==> src/rtl/popcount_seq15.sv <==
// popcount_seq15: sequential ones counter for a 15-bit word.
// One shared full-adder cell consumes three bits per clock from a shift
// register; five groups yield the 4-bit population count. A small
// IDLE/RUN/DONE FSM provides the start/busy/done handshake.
module popcount_seq15 (
   input  logic        clk,
   input  logic        rst,
   input  logic        start,
   input  logic [14:0] din,
   output logic        busy,
   output logic        done,
   output logic [3:0]  count
);

   typedef enum logic [1:0] {
      IDLE = 2'd0,
      RUN  = 2'd1,
      DONE = 2'd2
   } state_t;

   // Index of the last group; the edge that consumes it also registers the result.
   localparam logic [2:0] LAST_STEP = 3'd4;

   state_t      state_reg, state_next;
   logic [14:0] sh_reg, sh_next;
   logic [3:0]  acc_reg, acc_next;
   logic [2:0]  step_reg, step_next;
   logic [3:0]  count_reg, count_next;

   logic        fa_sum;
   logic        fa_carry;
   logic [1:0]  fa_inc;

   // Shared full-adder cell on the three lowest bits of the shift register.
   always_comb begin
      fa_sum   = sh_reg[0] ^ sh_reg[1] ^ sh_reg[2];
      fa_carry = (sh_reg[0] & sh_reg[1]) | (sh_reg[0] & sh_reg[2]) | (sh_reg[1] & sh_reg[2]);
      fa_inc   = {fa_carry, fa_sum};
   end

   // State and datapath registers; reset clears everything, including the last result.
   always_ff @(posedge clk or posedge rst) begin
      if (rst) begin
         state_reg <= IDLE;
         sh_reg    <= '0;
         acc_reg   <= '0;
         step_reg  <= '0;
         count_reg <= '0;
      end else begin
         state_reg <= state_next;
         sh_reg    <= sh_next;
         acc_reg   <= acc_next;
         step_reg  <= step_next;
         count_reg <= count_next;
      end
   end

   // Next-state and datapath sequencing; everything holds unless a state says otherwise.
   always_comb begin
      state_next = state_reg;
      sh_next    = sh_reg;
      acc_next   = acc_reg;
      step_next  = step_reg;
      count_next = count_reg;
      case (state_reg)
         IDLE: begin
            if (start) begin
               sh_next    = din;
               acc_next   = '0;
               step_next  = '0;
               state_next = RUN;
            end
         end
         RUN: begin
            if (step_reg > LAST_STEP) begin
               // Corrupted group counter: abandon the operation without a result.
               step_next  = '0;
               state_next = IDLE;
            end else begin
               acc_next  = acc_reg + {2'b00, fa_inc};
               sh_next   = sh_reg >> 3;
               step_next = step_reg + 3'd1;
               if (step_reg == LAST_STEP) begin
                  // Parking the counter at 0 keeps it inside the legal 0..4 range.
                  count_next = acc_reg + {2'b00, fa_inc};
                  step_next  = '0;
                  state_next = DONE;
               end
            end
         end
         DONE: begin
            state_next = IDLE;
         end
         default: begin
            state_next = IDLE;
         end
      endcase
   end

   // Handshake outputs decode directly from the state register.
   always_comb begin
      busy  = (state_reg != IDLE);
      done  = (state_reg == DONE);
      count = count_reg;
   end

endmodule

==> config.mk <==
export PLATFORM = sky130hd
export DESIGN_NAME = popcount_seq15
export DESIGN_NICKNAME = d
export VERILOG_FILES = /design/src/rtl/popcount_seq15.sv
export SDC_FILE = /design/constraint.sdc
export NUM_CORES = 1
export LEC_CHECK = 0
export ABC_AREA = 0
export CORE_AREA = 2 2 94 69
export CTS_CLUSTER_DIAMETER = 30
export DETAILED_ROUTE_END_ITERATION = 8
export DIE_AREA = 0 0 96 71
export PLACE_DENSITY = 0.47
export SLEW_MARGIN = 25
export SYNTH_ARGS = -nofsm -noshare
export SYNTH_HDL_FRONTEND = slang
export SYNTH_SLANG_ARGS = --single-unit
==> constraint.sdc <==
create_clock -name clk -period 3.1 [get_ports clk]
set_input_delay 0.31 -clock clk [delete_from_list [all_inputs] [get_ports clk]]
set_output_delay 0.31 -clock clk [all_outputs]
set_load 0.02 [all_outputs]
==> impl_results.md <==
* FP Rows at 24
* Synth unique cells at 32
* Die H at 71 um
* Post-synthesis cell area at 1433 um^2
* Fraction of layout cells with a size suffix above 1 at 0.1370
* Hold Buf Count CTS at 0
* FMAX at 436.5 MHz
* Power per cell area at 971.6 nW/um^2
* CP Capture Type: flop
* Cells after synthesis at 125
* Cells after DPL at 220
* Drt drc at 0
* Syn_nets at 149
* Status: completed
* Final-layout fill cell count at 605
* Crit path max fanout at 19
* CTS tree: built
* Number of vias per cell at 4.326
* Critical path type: reg2reg
* CP Launch Point: step_reg[1]$_DFFE_PP0P_
* Post-synthesis register bit count at 28
* Req. time, crit path at 3220 ps
* R2r worst-path depth at 5
* H-tree depth at 1
* Clk_skew at 10.86 ps
* Port Buffers at 23
* Area grow syn2layout at 24.72%
* Non-Filler Instances at 224
* Post-Route WL at 2975 um
* RSZ-0062 raised after global routing: no
* Full die area at 6816 um^2
* Crit path to: sh_reg[6]$_DFFE_PP0P_
* Clk slew on worst S/H paths at 110 ps
* FF/Latch Area at 700.7 um^2
* Syn_area_per_cell at 11.46 um^2
* Final Wtd Congestion at 0.6786
* CP delay by family, top: simple AND/OR/NAND/NOR gates
* TNS Setup at 0 ps
* Critical path depth at 5
* Overall routing resource usage at 0.09510
* Core Region at 5976 um^2
* Vias at 969
* Reg2reg start: step_reg[1]$_DFFE_PP0P_
* Multi-input gate area at 656.9 um^2
* Warnings, synthesis at 0
* Clk sinks at 28
* Final period util at 0.7390
* First-pass DRT Iterations at 4
* Number of global-route vias before repair at 1020
* DP HPWL at 2180 um
* Die width at 96 um
* Lkg Pwr at 0.0008008 uW
* Initial Util at 0.2397
* Antenna diodes at 0
* Post-DRT Antenna Nets at 0
* CP startpoint kind: flop
* Slew Limit Fails at 0
* Critical path's slowest cell: or2_1
* Nets at 171
* CTS max path bufs at 2
* CP max stage delay at 750 ps
* CTS root buf: clkbuf_8
* Area fraction of the dominant cell type after synthesis at 0.4891
* Reg2reg setup slack at 810 ps
* Pin count of the biggest net entering global routing at 29
* Post-DR wirelength/cell at 13.28 um
* Worst endpoint data arrival time at 2420 ps
* Worst slew margin at 0.3302
* Max reg flops at 15
* VDD IR max at 0.0002465 V
* Post-synth top area cell: dfrtp_1
* Iter 0 DRT Violations at 53
* HP Class: in2async
* Final Setup Violations at 0
* Tightest Pin Transition at 1003 ps
* Worst Path Buf+Inv at 1
* Clk Latency, worst-skew pair at 280 ps
* Post-CTS setup buffer count at 0
* Overflow after GRT at 0
* Synth area leaders: dfrtp_1 (49%), mux2i_1 (8.4%), o21ai_0 (7.3%), o21ai_2 (6.1%), ha_1 (3.5%)
* CTS buffer count at 3
* Maxcap violations at 0
* Io pins at 24
* Antenna violations before repair at 0
* Final Critical Period at 2291 ps
* Worst r2r dst: sh_reg[6]$_DFFE_PP0P_
* Final Hold Vio Count at 0
* Global-route wire length before repair at 4981 um
* Cells along the critical path: inv_1 > ha_1 > and3b_1 > or2_1 > o21ai_0
* Post-synthesis sequential area ratio at 0.4891
* Post-CTS resize count at 0
-- stage by stage --
| step | util | hold WS, ps | area (um^2) | power, uW | worst slack (ps) |
|---|---|---|---|---|---|
| global placement | 0.2871 | 478.3 | 1715 | 1440 | 871.1 |
| floorplan | - | 375.4 | 1433 | 1280 | 1190 |
| global route | 0.2990 | 448.0 | 1787 | 1898 | 606.9 |
| finish | 0.2990 | 390.4 | 1787 | 1736 | 809.0 |
| CTS | 0.2990 | 412.0 | 1787 | 1768 | 783.2 |
| detailed placement | 0.2871 | 478.7 | 1715 | 1472 | 797.3 |
-- cells by family (layout without fill, tap and decap cells) --
logic type,count (synthesis),after routing,synth area share
xor gates and xnor gates,1,1,0.006115
DFF,28,28,0.4891
buffers and inverters,12,33,0.05239
adders and majority gates,6,6,0.06288
and+or+nand+nor,20,20,0.08123
AOI/OAI and AO/OA,43,43,0.2009
muxes,15,15,0.1074
-- synthesized netlist by cell type, drive strengths merged --
cell,n
a21o,1
a21oi,1
a22o,5
a32oi,1
and2b,1
and3b,1
buf,5
clkbuf,3
dfrtp,28
fa,2
ha,4
inv,4
mux2,3
mux2i,12
nand2,5
nand2b,2
nand3,1
nand4b,1
nor2,2
nor2b,2
nor3b,1
o21ai,31
o21bai,1
o31ai,3
or2,2
or2b,2
xnor2,1
-- per-layer routing --
layer / track usage / wire length [um] / up-vias
met1: 0.1420 / 1528 / 463
li1: - / - / 486
met2: 0.1343 / 1300 / 18
met3: 0.03088 / 136 / 2
met4: 0.01905 / 10 / 0
met5: 0 / 0 / -
-- worst min-delay path: cells and delay by family --
kind	cells	cell delay (ps)
buffers and inverters	3	780
-- cells in the final DEF, fill, tap and decap left out, types with 3 or more instances in the layout --
cell,Yosys,layout
clkdlybuf4s50_1,0,23
mux2i_1,12,12
ha_1,4,4
clkbuf_8,0,3
mux2_2,3,3
o21ai_2,10,10
dfrtp_1,28,28
inv_1,4,4
o21ai_0,21,21
a22o_1,5,5
nand2_1,5,5
o31ai_1,3,3
-- worst min-delay path by stage --
stage / startpoint / cells past startpoint / to
finish: rst / 3 / count[0]$_DFFE_PP0P_
global route: rst / 3 / count[0]$_DFFE_PP0P_
CTS: rst / 3 / count[0]$_DFFE_PP0P_
detailed placement: count[3]$_DFFE_PP0P_ / 2 / count[3]$_DFFE_PP0P_
global placement: count[3]$_DFFE_PP0P_ / 2 / count[3]$_DFFE_PP0P_
floorplan: rst / 1 / acc_reg[0]$_DFFE_PP0P_
-- cell type report --
| class | instances | share of cell area |
|---|---|---|
| Sequential cell | 28 | 0.3922 |
| Clock buffer | 3 | 0.02311 |
| Multi-Input combinational cell | 85 | 0.3676 |
| Clock inverter | 1 | 0.01681 |
| Inverter | 4 | 0.008403 |
| Tap cell | 78 | 0.05462 |
| Timing Repair Buffer | 25 | 0.1373 |
-- report_power, final --
group          leakage, uW  switching [uW]  total, uW  internal (uW)
clock            0.0000357             120        293            173
combinational     0.000406             437        823            386
sequential        0.000359             102        620            518
Note: power is estimated with default switching activity, not from simulation.
